==> src/rtl/gpr_pkg.sv <==
// Shared constants for the general-purpose register file and its write-port arbiter.
package gpr_pkg;
    localparam int GPR_AW     = 5;
    localparam int GPR_DW     = 32;
    localparam int GPR_NREGS  = 32;
    localparam int CONFLICT_W = 16;
endpackage

==> src/rtl/gpr_wr_arb_rr_pick.sv <==
// Combinational round-robin picker: searches req starting at ptr, returns one-hot gnt and the winner index.
module rr_pick #(
    parameter int N  = 3,
    parameter int PW = (N > 1) ? $clog2(N) : 1
) (
    input  logic [N-1:0]  req,
    input  logic [PW-1:0] ptr,
    output logic [N-1:0]  gnt,
    output logic [PW-1:0] win
);
    logic [PW-1:0] idx;

    // Walk from the farthest offset back to ptr so the nearest requester is the last to overwrite.
    always_comb begin
        gnt = '0;
        win = '0;
        idx = '0;
        for (int k = N - 1; k >= 0; k--) begin
            idx = PW'((int'(ptr) + k) % N);
            if (req[idx]) begin
                gnt      = '0;
                gnt[idx] = 1'b1;
                win      = idx;
            end
        end
    end
endmodule

==> src/rtl/gpr_wr_arb.sv <==
// Round-robin arbiter sharing the single GPR write port (Sw/Sc/Sin) among NREQ writeback sources.
module gpr_wr_arb
    import gpr_pkg::*;
#(
    parameter int NREQ    = 3,
    parameter int AW      = GPR_AW,
    parameter int DW      = GPR_DW,
    parameter int DROP_R0 = 0
) (
    input  logic                  clk,
    input  logic                  rst_n,
    input  logic                  en,
    input  logic [NREQ-1:0]       req,
    input  logic [NREQ*AW-1:0]    req_addr,
    input  logic [NREQ*DW-1:0]    req_data,
    output logic [NREQ-1:0]       gnt,
    output logic                  Sw,
    output logic [AW-1:0]         Sc,
    output logic [DW-1:0]         Sin,
    output logic [CONFLICT_W-1:0] conflict_cnt
);
    localparam int PW = $clog2(NREQ);

    if (NREQ < 2 || NREQ > 8) begin : g_bad_nreq
        $error("gpr_wr_arb: NREQ must be in 2..8");
    end

    logic [PW-1:0]   ptr;
    logic [PW-1:0]   win;
    logic [NREQ-1:0] pick_gnt;
    logic [NREQ-1:0] req_eff;
    logic [AW-1:0]   sel_addr;
    logic [DW-1:0]   sel_data;
    logic            any_gnt;
    logic            drop;
    logic            contended;

    assign req_eff = en ? req : '0;

    rr_pick #(.N(NREQ), .PW(PW)) u_pick (
        .req (req_eff),
        .ptr (ptr),
        .gnt (pick_gnt),
        .win (win)
    );

    // Grant is forced low during reset so no requester believes it was accepted.
    assign gnt       = rst_n ? pick_gnt : '0;
    assign any_gnt   = |pick_gnt;
    assign sel_addr  = req_addr[int'(win)*AW +: AW];
    assign sel_data  = req_data[int'(win)*DW +: DW];
    assign drop      = (DROP_R0 != 0) && (sel_addr == '0);
    assign contended = en && ($countones(req) >= 2);

    always_ff @(posedge clk or negedge rst_n) begin
        if (!rst_n) begin
            ptr <= '0;
            Sw  <= 1'b0;
            Sc  <= '0;
            Sin <= '0;
        end else if (any_gnt) begin
            ptr <= (win == PW'(NREQ - 1)) ? '0 : win + 1'b1;
            Sw  <= !drop;
            Sc  <= sel_addr;
            Sin <= sel_data;
        end else begin
            Sw  <= 1'b0;
        end
    end

    always_ff @(posedge clk or negedge rst_n) begin
        if (!rst_n) begin
            conflict_cnt <= '0;
        end else if (contended && (conflict_cnt != '1)) begin
            conflict_cnt <= conflict_cnt + 1'b1;
        end
    end
endmodule
==> config.mk <==
export PLATFORM = sky130hd
export DESIGN_NAME = gpr_wr_arb
export DESIGN_NICKNAME = d
export VERILOG_FILES = /design/src/rtl/gpr_pkg.sv /design/src/rtl/gpr_wr_arb_rr_pick.sv /design/src/rtl/gpr_wr_arb.sv
export SDC_FILE = /design/constraint.sdc
export NUM_CORES = 1
export LEC_CHECK = 0
export ABC_AREA = 0
export CORE_MARGIN = 2
export CORE_UTILIZATION = 35
export DETAILED_ROUTE_END_ITERATION = 10
export PLACE_DENSITY = 0.72
export SLEW_MARGIN = 25
export SYNTH_ARGS = -nofsm -noshare
export SYNTH_HDL_FRONTEND = slang
export SYNTH_SLANG_ARGS = --single-unit
==> constraint.sdc <==
create_clock -name clk -period 4.4 [get_ports clk]
set_input_delay 0.66 -clock clk [delete_from_list [all_inputs] [get_ports clk]]
set_output_delay 0.66 -clock clk [all_outputs]
set_load 0.1 [all_outputs]
# After elaboration in Yosys (flattened, before gate mapping)

Cells that the tools add are included.
Widths: inputs -> output; s select.

Register bits: 56
Input bits: 117
Output and inout port bits: 57
Word-level logic and storage cells: 54

Add/subtract/negate cells: 6
Multiply operators: 1
Divide/modulo/power cells: 3
Magnitude comparators: 7
Eq/ne operators: 2
Shift operators: 2
Muxes and demuxes: 22
Reductions and logical operators: 6

Operators by type and width:

| kind                  | count |
|---|---|
| $shiftx 96x8->32      | 1 |
| $mod 32x3->32 const B | 2 |
| $mod 3x3->32 const B  | 1 |
| $add 16x1->16 const B | 1 |
| $ne 16x16->1 const B  | 1 |
| $mux 3                | 5 |
| $shiftx 15x6->5       | 1 |
| $lt 2x3->1 const B    | 3 |
| $mux 2                | 4 |
| $mux 1                | 7 |
| $bmux 1 s2            | 3 |
| $demux 1 s2           | 3 |
| $ge 2x1->1 const B    | 3 |
| $logic_and 1x1->1     | 5 |
| $mul 2x3->5 const B   | 1 |
| $add 2x1->3           | 1 |
| $add 2x1->3 const B   | 1 |
| $add 2x2->3 const B   | 1 |
| $ge 3x2->1 const B    | 1 |
| $reduce_or 3->1       | 1 |
| $add 1x1->2           | 1 |
| $add 2x1->2 const B   | 1 |
| $eq 2x2->1 const B    | 1 |

# Depth between registers and ports, before layout

Gate-level depths: netlist of run 1.

Depth after elaboration: 11
Depth in mapped cells: 11

# Hierarchy

Synthesis of run 1 repeated with hierarchy kept, for this count alone.

Cells, all modules: 387
Area, all modules: 3459.6 um^2

Modules (own cells, without submodules):

| module     | times used | cells each | area each (um^2) | seq. area each (um^2) |
|---|---|---|---|---|
| gpr_wr_arb | 1          | 337        | 3103.0           | 1401.3 |
| rr_pick    | 1          | 50         | 356.6            | 0.0 |

# Worst setup path after synthesis of run 1

OpenSTA, ideal clock, no wires.

Kind: register to output
Start: register ptr[0]
End: output gnt[1]
Arrival: 3627 ps
Required time: 3740 ps
Setup slack: 113 ps
Cell stages (with the launch flop): 8
Buffers on the path: 1
Cells stage by stage: dfrtp_1 -> inv_1 -> ha_1 -> buf_2 -> or3_4 -> o32ai_2 -> nand2_1 -> a21boi_0

Word-level cells in the longest chain between the ends: 10
Elaborated cells between the ends (all ways): 30
Classes of those cells: add/sub: 2; div: 3; order compare: 6; mux: 16; reduce/logical: 3

Ends and longest elaborated chain:

| what                                                                  | line                     | RTL |
|---|---|---|
| start, declared                                                       | gpr_wr_arb.sv:28         | `logic [PW-1:0] ptr;` |
| start signal, assigned                                                | gpr_wr_arb.sv:62         | `ptr <= (win == PW'(NREQ - 1)) ? '0 : win + 1'b1;` |
| $add 2x2->3                                                           | gpr_wr_arb_rr_pick.sv:19 | `idx = PW'((int'(ptr) + k) % N);` |
| $mod 32x3->32                                                         | gpr_wr_arb_rr_pick.sv:19 |  |
| $lt 2x3->1 (not written as such) / $ge 2x1->1 (equally long branches) | gpr_wr_arb_rr_pick.sv:22 | `gnt[idx] = 1'b1;` |
| $logic_and 1x1->1 (not written as such)                               | gpr_wr_arb_rr_pick.sv:22 |  |
| $mux 1 (not written as such)                                          | gpr_wr_arb_rr_pick.sv:22 |  |
| $demux 1 s2                                                           | --                       |  |
| $mux 3 (2 in a row)                                                   | gpr_wr_arb_rr_pick.sv:20 | `if (req[idx]) begin` |
| $mux 3 *                                                              | gpr_wr_arb_rr_pick.sv:20 |  |
| $mux 3 *                                                              | gpr_wr_arb.sv:48         | `assign gnt = rst_n ? pick_gnt : '0;` |
| end, declared                                                         | gpr_wr_arb.sv:16         | `output logic [NREQ-1:0] gnt,` |

Every way passes the cells marked *; elsewhere a longest branch is shown, timed or not. The select of a mux whose other input is x is not followed.

# Worst setup path in the final report of run 1

Start: register ptr[1]
End: output gnt[0]

The elaborated chain is that of the path after synthesis.

==> results of run 1 <==
[critical path, cell delays in order, from the launching register on]
cell       delay, ns
dfrtp_1         0.43
inv_1           0.09
ha_1            0.41
inv_4           0.10
or3_4           0.40
o2bb2ai_2       0.13
o21ai_1         0.10
mux2i_1         0.17
and2_1          0.14
buf_4           0.28
[worst max-delay path by stage]
stage           start     end  slack, ns  depth (start not counted)
2_1_floorplan  ptr[0]  gnt[1]       0.11                          7
3_3_place_gp   req[2]  ptr[0]       1.19                          8
3_5_place_dp   req[0]  ptr[0]       1.16                          8
4_1_cts        ptr[1]  gnt[0]       1.18                          9
5_1_grt        ptr[1]  gnt[0]       1.05                          9
6_report       ptr[1]  gnt[0]       1.19                          9
[sequential cells by signal (all words and copies together), names as in the netlist]
signal        flops
ptr               2
conflict_cnt     16
Sin              32
Sc                5
Sw                1
[area by class of cell]
type | instances | area (um^2) | share of cell area, %
flip-flops and latches | 56 | 1400 | 26.7
multi-input cells | 215 | 1650 | 31.3
well taps | 129 | 161 | 3.07
inverters | 43 | 164 | 3.12
clock inverters | 2 | 38.8 | 0.738
clock buffers | 6 | 82.6 | 1.57
repair buffers | 177 | 1760 | 33.5
[cells by family after synthesis]
logic type                 count (synthesis)  synth area share [%]
buffers and inverters                     66                  9.33
AOI/OAI and AO/OA                         91                  19.7
and+or+nand+nor                           58                  8.77
DFF                                       56                  42.1
xor gates and xnor gates                  15                  3.95
adders and majority gates                  7                  2.60
muxes                                     44                  13.5
[cells in the mapped netlist, types with 2 or more instances]
cell / instances / area share, %
a21boi_0: 2 / 0.45
a21o_1: 2 / 0.45
a21oi_1: 39 / 5.9
a22o_1: 37 / 9.7
and2_1: 2 / 0.38
and3_1: 3 / 0.56
buf_2: 12 / 1.8
buf_4: 6 / 1.4
buf_6: 3 / 1.0
clkbuf_1: 2 / 0.23
dfrtp_1: 56 / 42
ha_1: 6 / 2.3
inv_1: 40 / 4.5
inv_2: 2 / 0.23
mux2_4: 2 / 0.90
mux2i_1: 42 / 13
nand2_1: 20 / 2.3
nand2b_1: 2 / 0.38
nand3_1: 8 / 1.2
nand4_1: 4 / 0.75
nor2_1: 8 / 0.90
nor3_1: 4 / 0.60
nor4_1: 2 / 0.38
o21ai_1: 2 / 0.30
o221ai_1: 2 / 0.53
xnor2_1: 8 / 2.1
xor2_1: 7 / 1.8
[report_power, final]
part | internal (mW) | switching, mW
clock network | 0.187 | 0.173
logic | 0.862 | 2.21
registers | 0.735 | 0.137
[cells in the final DEF (no fill, tap or decap), drive strengths merged, types with 2 or more instances in the layout]
cell,count
a21boi,2
nor2,8
a22o,37
and3,3
o21ai,2
nor4,3
a21oi,39
dfrtp,56
ha,6
xnor2,8
nand2,20
o221ai,2
buf,8
nor3,4
clkbuf,6
nand3,8
o32ai,2
nand4,4
clkdlybuf4s50,169
mux2,2
mux2i,42
a21o,2
inv,43
and2,2
xor2,7
nand2b,2
[metrics by stage]
| step | util, % | instances |
|---|---|---|
| 2_1_floorplan | - | 337 |
| 3_3_place_gp | 55.6 | 620 |
| 3_5_place_dp | 55.6 | 620 |
| 4_1_cts | 56.9 | 628 |
| 5_1_grt | 56.9 | 628 |
| 6_report | 56.9 | 628 |
[per-layer routing]
metal / share of wire, % / vias up / track usage, %
met4: 1.1 / 0 / 3.53
met5: 0 / - / 0
met2: 51 / 127 / 30.4
met3: 7.4 / 10 / 4.21
met1: 41 / 1430 / 20.8
li1: - / 1495 / -
==> reports/metrics.csv, run 1 <==
stage;metric;value;unit
synth;seq_area_frac_synth;42.1;%
finish;drive_gt1_share;6.01;%
cts;hold_buffers;0;
synth;syn_avg_cell_area;9.87;um^2
synth;ys.flop_type;dfrtp_1;
synth;synth_edf_count;0;
global_route;grt_max_degree;40;
cts;cts_sinks;56;
worst_setup_path;startpoint_type;flip-flop;
cts;cts_setup_buffers;0;
worst_setup_path;r2r_start;ptr[1];
worst_setup_path;crit_fanout;9;
timing;final.min_clock_period;3.21;ns
global_route;grt_pass1_vias;3030;
cts;insertion_delay;0.31;ns
timing;relSlewSlack;31.0;%
placement;dpl.hpwl;6820;um
finish;layout.nets;621;
timing;setup_ws;1.19;ns
power_and_ir_drop;leakage;2.38;nW
routing;routed_via_density;4.88;
synth;yosys_warnings;0;
global_route;grt_pass1_wl;14100;um
floorplanning;die-width;101;um
synth;synth-seq-cells;56;
routing;drc;0;
placement;globalplace.congestion;0.800;
synth;yosysUniqueCellTypes;41;
floorplanning;rows;35;
timing;hold_viol;0;
outcome;status;completed;
routing;drt_wl_total;8910;um
power_and_ir_drop;powerDensity;818;nW/um^2
worst_setup_path;reg2reg_depth;9;
routing;drt-initial-drc-count;55;
synth;synth_area;3330;um^2
global_route;grtUsageTotal;17.0;%
worst_setup_path;crit_arrival;2.55;ns
timing;hold_ws;0.354;ns
worst_setup_path;rrSetupSlack;1.53;ns
routing;firstDrtPassIters;4;
worst_setup_path;worstSetupPathType;flip-flop to output pin;
floorplanning;io_pins;174;
routing;post_drt_wl_per_cell;14.2;um
floorplanning;start_util;36.0;%
timing;rsz0062_at_grt;no;
finish;fillers;836;
worst_setup_path;setup.worst_path.end_class;output pin;
timing;slew_violations;0;
finish;fin_area;5260;um^2
routing;ant_nets;0;
timing;finalCritPeriodShare;73.0;%
routing;dr_total_vias;3062;
hold_path;hp-class;input port to asynchronous set/reset pin;
timing;report.final.setup_viol;0;
placement;preCtsSetupSlack;1.16;ns
floorplanning;dieArea;10300;um^2
global_route;antenna_found_initial;0;
timing;worstMarginPinSlew;1.03;ns
finish;area_delta_synth_final;58.1;%
power_and_ir_drop;finalPower;4.30;mW
cts;post_cts_resized;0;
run;cap_violations;0;
cts;cts_tree;yes;
placement;port_buffers;173;
synth;synth_nets;460;
synth;netlist_instances;337;
worst_setup_path;worstPathRequired;3.74;ns
cts;clockBufferDepth;2;
cts;htree_levels;2;
finish;n_antenna_cell;0;
floorplanning;fp.dieH;101;um
timing;fin_skew;0.00813;ns
power_and_ir_drop;ir_drop;0.494;mV
timing;timing.fmax;311;MHz
synth;async_flop_share;100;%
floorplanning;design.core.area;9240;um^2
cts;clk_pin_slew;0.11;ns
worst_setup_path;rr_endpoint;ptr[1];
placement;placed_cell_area;5130;um^2
global_route;gr-total-overflow;0;
cts;cts_root_buf;clkbuf_8;
cts;cts_buffers;5;
timing;fin_tns_setup;0;ns
(Power assumes the default switching activity.)
==> inputs of run 2 (changes only) <==
==> constraint.sdc (replaced) <==
create_clock -name clk -period 3.2 [get_ports clk]
set_input_delay 0.48 -clock clk [delete_from_list [all_inputs] [get_ports clk]]
set_output_delay 0.48 -clock clk [all_outputs]
set_load 0.1 [all_outputs]
==> run 2 against run 1 <==
Net effect:
- hold slack lost 0.29 ns
- design area shrank 1.3%
- non-clock buffer count grew 6
- clock skew grew 0.0014 ns
- largest power group unchanged
- clock power grew 2%
- first-iteration DRC count grew 42%
- critical endpoint unchanged
- via count grew 0.39%
- worst setup slack lost 0.96 ns
- critical path depth is the same
- clock-buffer cell count is the same
- power grew 35%
- sequential cell count is the same
==> reports/metrics.csv, run 2 (same netlist as run 1, synthesis figures left out) <==
stage;metric;value;unit;change
worst_setup_path;cp.buffers_inverters;3;;unchanged
floorplanning;die-width;101;um;unchanged
floorplanning;dieArea;10300;um^2;unchanged
timing;worstMarginPinSlew;0.978;ns;-0.0547 ns
worst_setup_path;r2r_start;ptr[0];;
power_and_ir_drop;p_sw;3.46;mW;+38%
finish;mostFrequentLayoutCells;127 x clkdlybuf4s50_1, 56 x dfrtp_1, 51 x buf_4;;
finish;area_delta_synth_final;56.1;%;
routing;firstDrtPassIters;5;;+1
cts;insertion_delay;0.30;ns;about the same
power_and_ir_drop;p_int;2.32;mW;+30%
hold_path;hp-class;input port to asynchronous set/reset pin;;
finish;drive_gt1_share;15.1;%;+9.1 points
global_route;gr-total-overflow;0;;unchanged
cts;hold_buffers;0;;unchanged
outcome;status;completed;;
timing;timing.fmax;337;MHz;
timing;hold_viol;0;;unchanged
timing;report.final.setup_viol;0;;unchanged
worst_setup_path;rr_endpoint;Sin[5];;
worst_setup_path;critical_path.slowest_cell;dfrtp_1;;
floorplanning;fp.dieH;101;um;unchanged
cts;clockBufferDepth;2;;unchanged
placement;globalplace.congestion;0.827;;+3.3%
worst_setup_path;startpoint_type;flip-flop;;
worst_setup_path;crit_chain;inv_1 -> ha_1 -> inv_4 -> or3_4 -> o2bb2ai_2 -> o21ai_1 -> mux2i_1 -> and2_1 -> buf_12;;
timing;setup_ws;0.232;ns;-0.956 ns
routing;post_drt_wl_per_cell;14.4;um;+1.3%
finish;register_area;1400;um^2;unchanged
floorplanning;rows;35;;unchanged
global_route;grt_pass1_wl;14100;um;unchanged
timing;final.min_clock_period;2.97;ns;
power_and_ir_drop;leakage;2.45;nW;+2.9%
cts;cts_sinks;56;;unchanged
worst_setup_path;crit_family;simple AND/OR/NAND/NOR gates;;
run;cap_violations;0;;unchanged
finish;multi_input_area;1650;um^2;unchanged
worst_setup_path;cp_slowest_stage_delay;0.42;ns;about the same
global_route;grtUsageTotal;17.1;%;+0.14 points
worst_setup_path;worstPathRequired;2.72;ns;-1.02 ns
cts;cts_root_buf;clkbuf_8;;
routing;drt_wl_total;9100;um;+2.1%
cts;htree_levels;2;;unchanged
cts;cts_setup_buffers;0;;unchanged
worst_setup_path;crit_arrival;2.49;ns;-0.06 ns
power_and_ir_drop;powerDensity;1110;nW/um^2;+36%
finish;n_antenna_cell;0;;unchanged
global_route;grt_pass1_vias;3096;;+2.2%
timing;rsz0062_at_grt;no;;
floorplanning;design.core.area;9240;um^2;unchanged
finish;layout.nets;627;;+0.97%
timing;fin_tns_setup;0;ns;unchanged
floorplanning;io_pins;174;;unchanged
routing;drc;0;;unchanged
timing;slew_violations;0;;unchanged
power_and_ir_drop;combPwrFrac;72.8;%;+1.5 points
timing;finalCritPeriodShare;92.7;%;
finish;fillers;819;;-2.0%
finish;largest_reg_flops;32;;unchanged
worst_setup_path;setup.worst_path.end_class;output pin;;
cts;cts_buffers;5;;unchanged
routing;dr_total_vias;3074;;+0.39%
routing;drt-initial-drc-count;78;;+42%
power_and_ir_drop;p_seq_share;20.9;%;+0.6 points
finish;final_common_cell;clkdlybuf4s50_1;;
floorplanning;start_util;36.0;%;unchanged
finish;top_regs;Sin (32), conflict_cnt (16), Sc (5);;
worst_setup_path;reg2reg_depth;9;;unchanged
power_and_ir_drop;clkPwrFrac;6.3;%;-2.1 points
routing;routed_via_density;4.86;;-0.40%
worst_setup_path;worstSetupPathType;flip-flop to output pin;;
finish;top_register;Sin;;
cts;clk_pin_slew;0.09;ns;-0.02 ns
timing;relSlewSlack;34.6;%;+3.7 points
worst_setup_path;crit_fanout;9;;unchanged
power_and_ir_drop;ir_drop;0.675;mV;+37%
power_and_ir_drop;switching_share;59.9;%;+1.4 points
placement;preCtsSetupSlack;0.465;ns;-0.692 ns
cts;cts_tree;yes;;
placement;dpl.hpwl;7180;um;+5.3%
power_and_ir_drop;finalPower;5.79;mW;+35%
global_route;grt_max_degree;31;;-23%
placement;port_buffers;173;;unchanged
cts;post_cts_resized;0;;unchanged
global_route;antenna_found_initial;0;;unchanged
timing;fin_skew;0.00950;ns;+0.00137 ns
worst_setup_path;rrSetupSlack;0.63;ns;-0.90 ns
routing;ant_nets;0;;unchanged
[run 2: how the worst max path moves through the flow]
stage / startpoint / to / slack, ns / cells past startpoint
6_report: ptr[1] / gnt[0] / 0.23 / 9
5_1_grt: ptr[1] / gnt[0] / 0.09 / 9
4_1_cts: ptr[1] / gnt[0] / 0.20 / 9
3_5_place_dp: req[2] / ptr[1] / 0.46 / 8
3_3_place_gp: req[2] / ptr[1] / 0.50 / 8
2_1_floorplan: ptr[0] / gnt[1] / -0.17 / 7
[run 2: metrics by stage]
step / area, um^2 / hold slack [ns] / instances / utilization [%]
final: 5190 / 0.0645 / 633 / 56.2
after global routing: 5190 / 0.0764 / 633 / 56.2
after CTS: 5190 / 0.0649 / 633 / 56.2
after detailed placement: 5110 / 0.404 / 626 / 55.3
after global placement: 5110 / 0.406 / 626 / 55.3
after floorplan: 3330 / 0.184 / 337 / -
[run 2: final cells by class]
class	count	area share, %
inverters	43	3.16
repair buffers	183	33.5
multi-input cells	215	31.7
flip-flops and latches	56	27.0
clock buffers	6	1.40
well taps	129	3.11
clock inverters	1	0.0964
[run 2: per-layer routing]
metal  track usage, %  wire length, um  up-vias
li1                 -                -     1511
met4             3.01               51        0
met1             20.8             3670     1449
met3             4.35              592        4
met5                0                0        -
met2             31.0             4790      110
[run 2: power groups by stage]
| stage | logic [mW] | clock network (mW) | registers [mW] |
|---|---|---|---|
| after floorplan | 1.22 | 0 | 3.26 |
| after global placement | 4.20 | 0 | 1.21 |
| after detailed placement | 4.25 | 0 | 1.22 |
| after CTS | 4.25 | 0.383 | 1.22 |
| after global routing | 4.41 | 0.403 | 1.25 |
| final | 4.21 | 0.367 | 1.21 |
[run 2: worst reg2reg max path, stage by stage (launching register included)]
cell and delay (ns):
dfrtp_1 0.41, inv_1 0.08, ha_1 0.44, inv_2 0.12, maj3_2 0.34, a211oi_4 0.37, buf_4 0.34, a22o_1 0.20
a21oi_1 0.05, mux2i_1 0.14
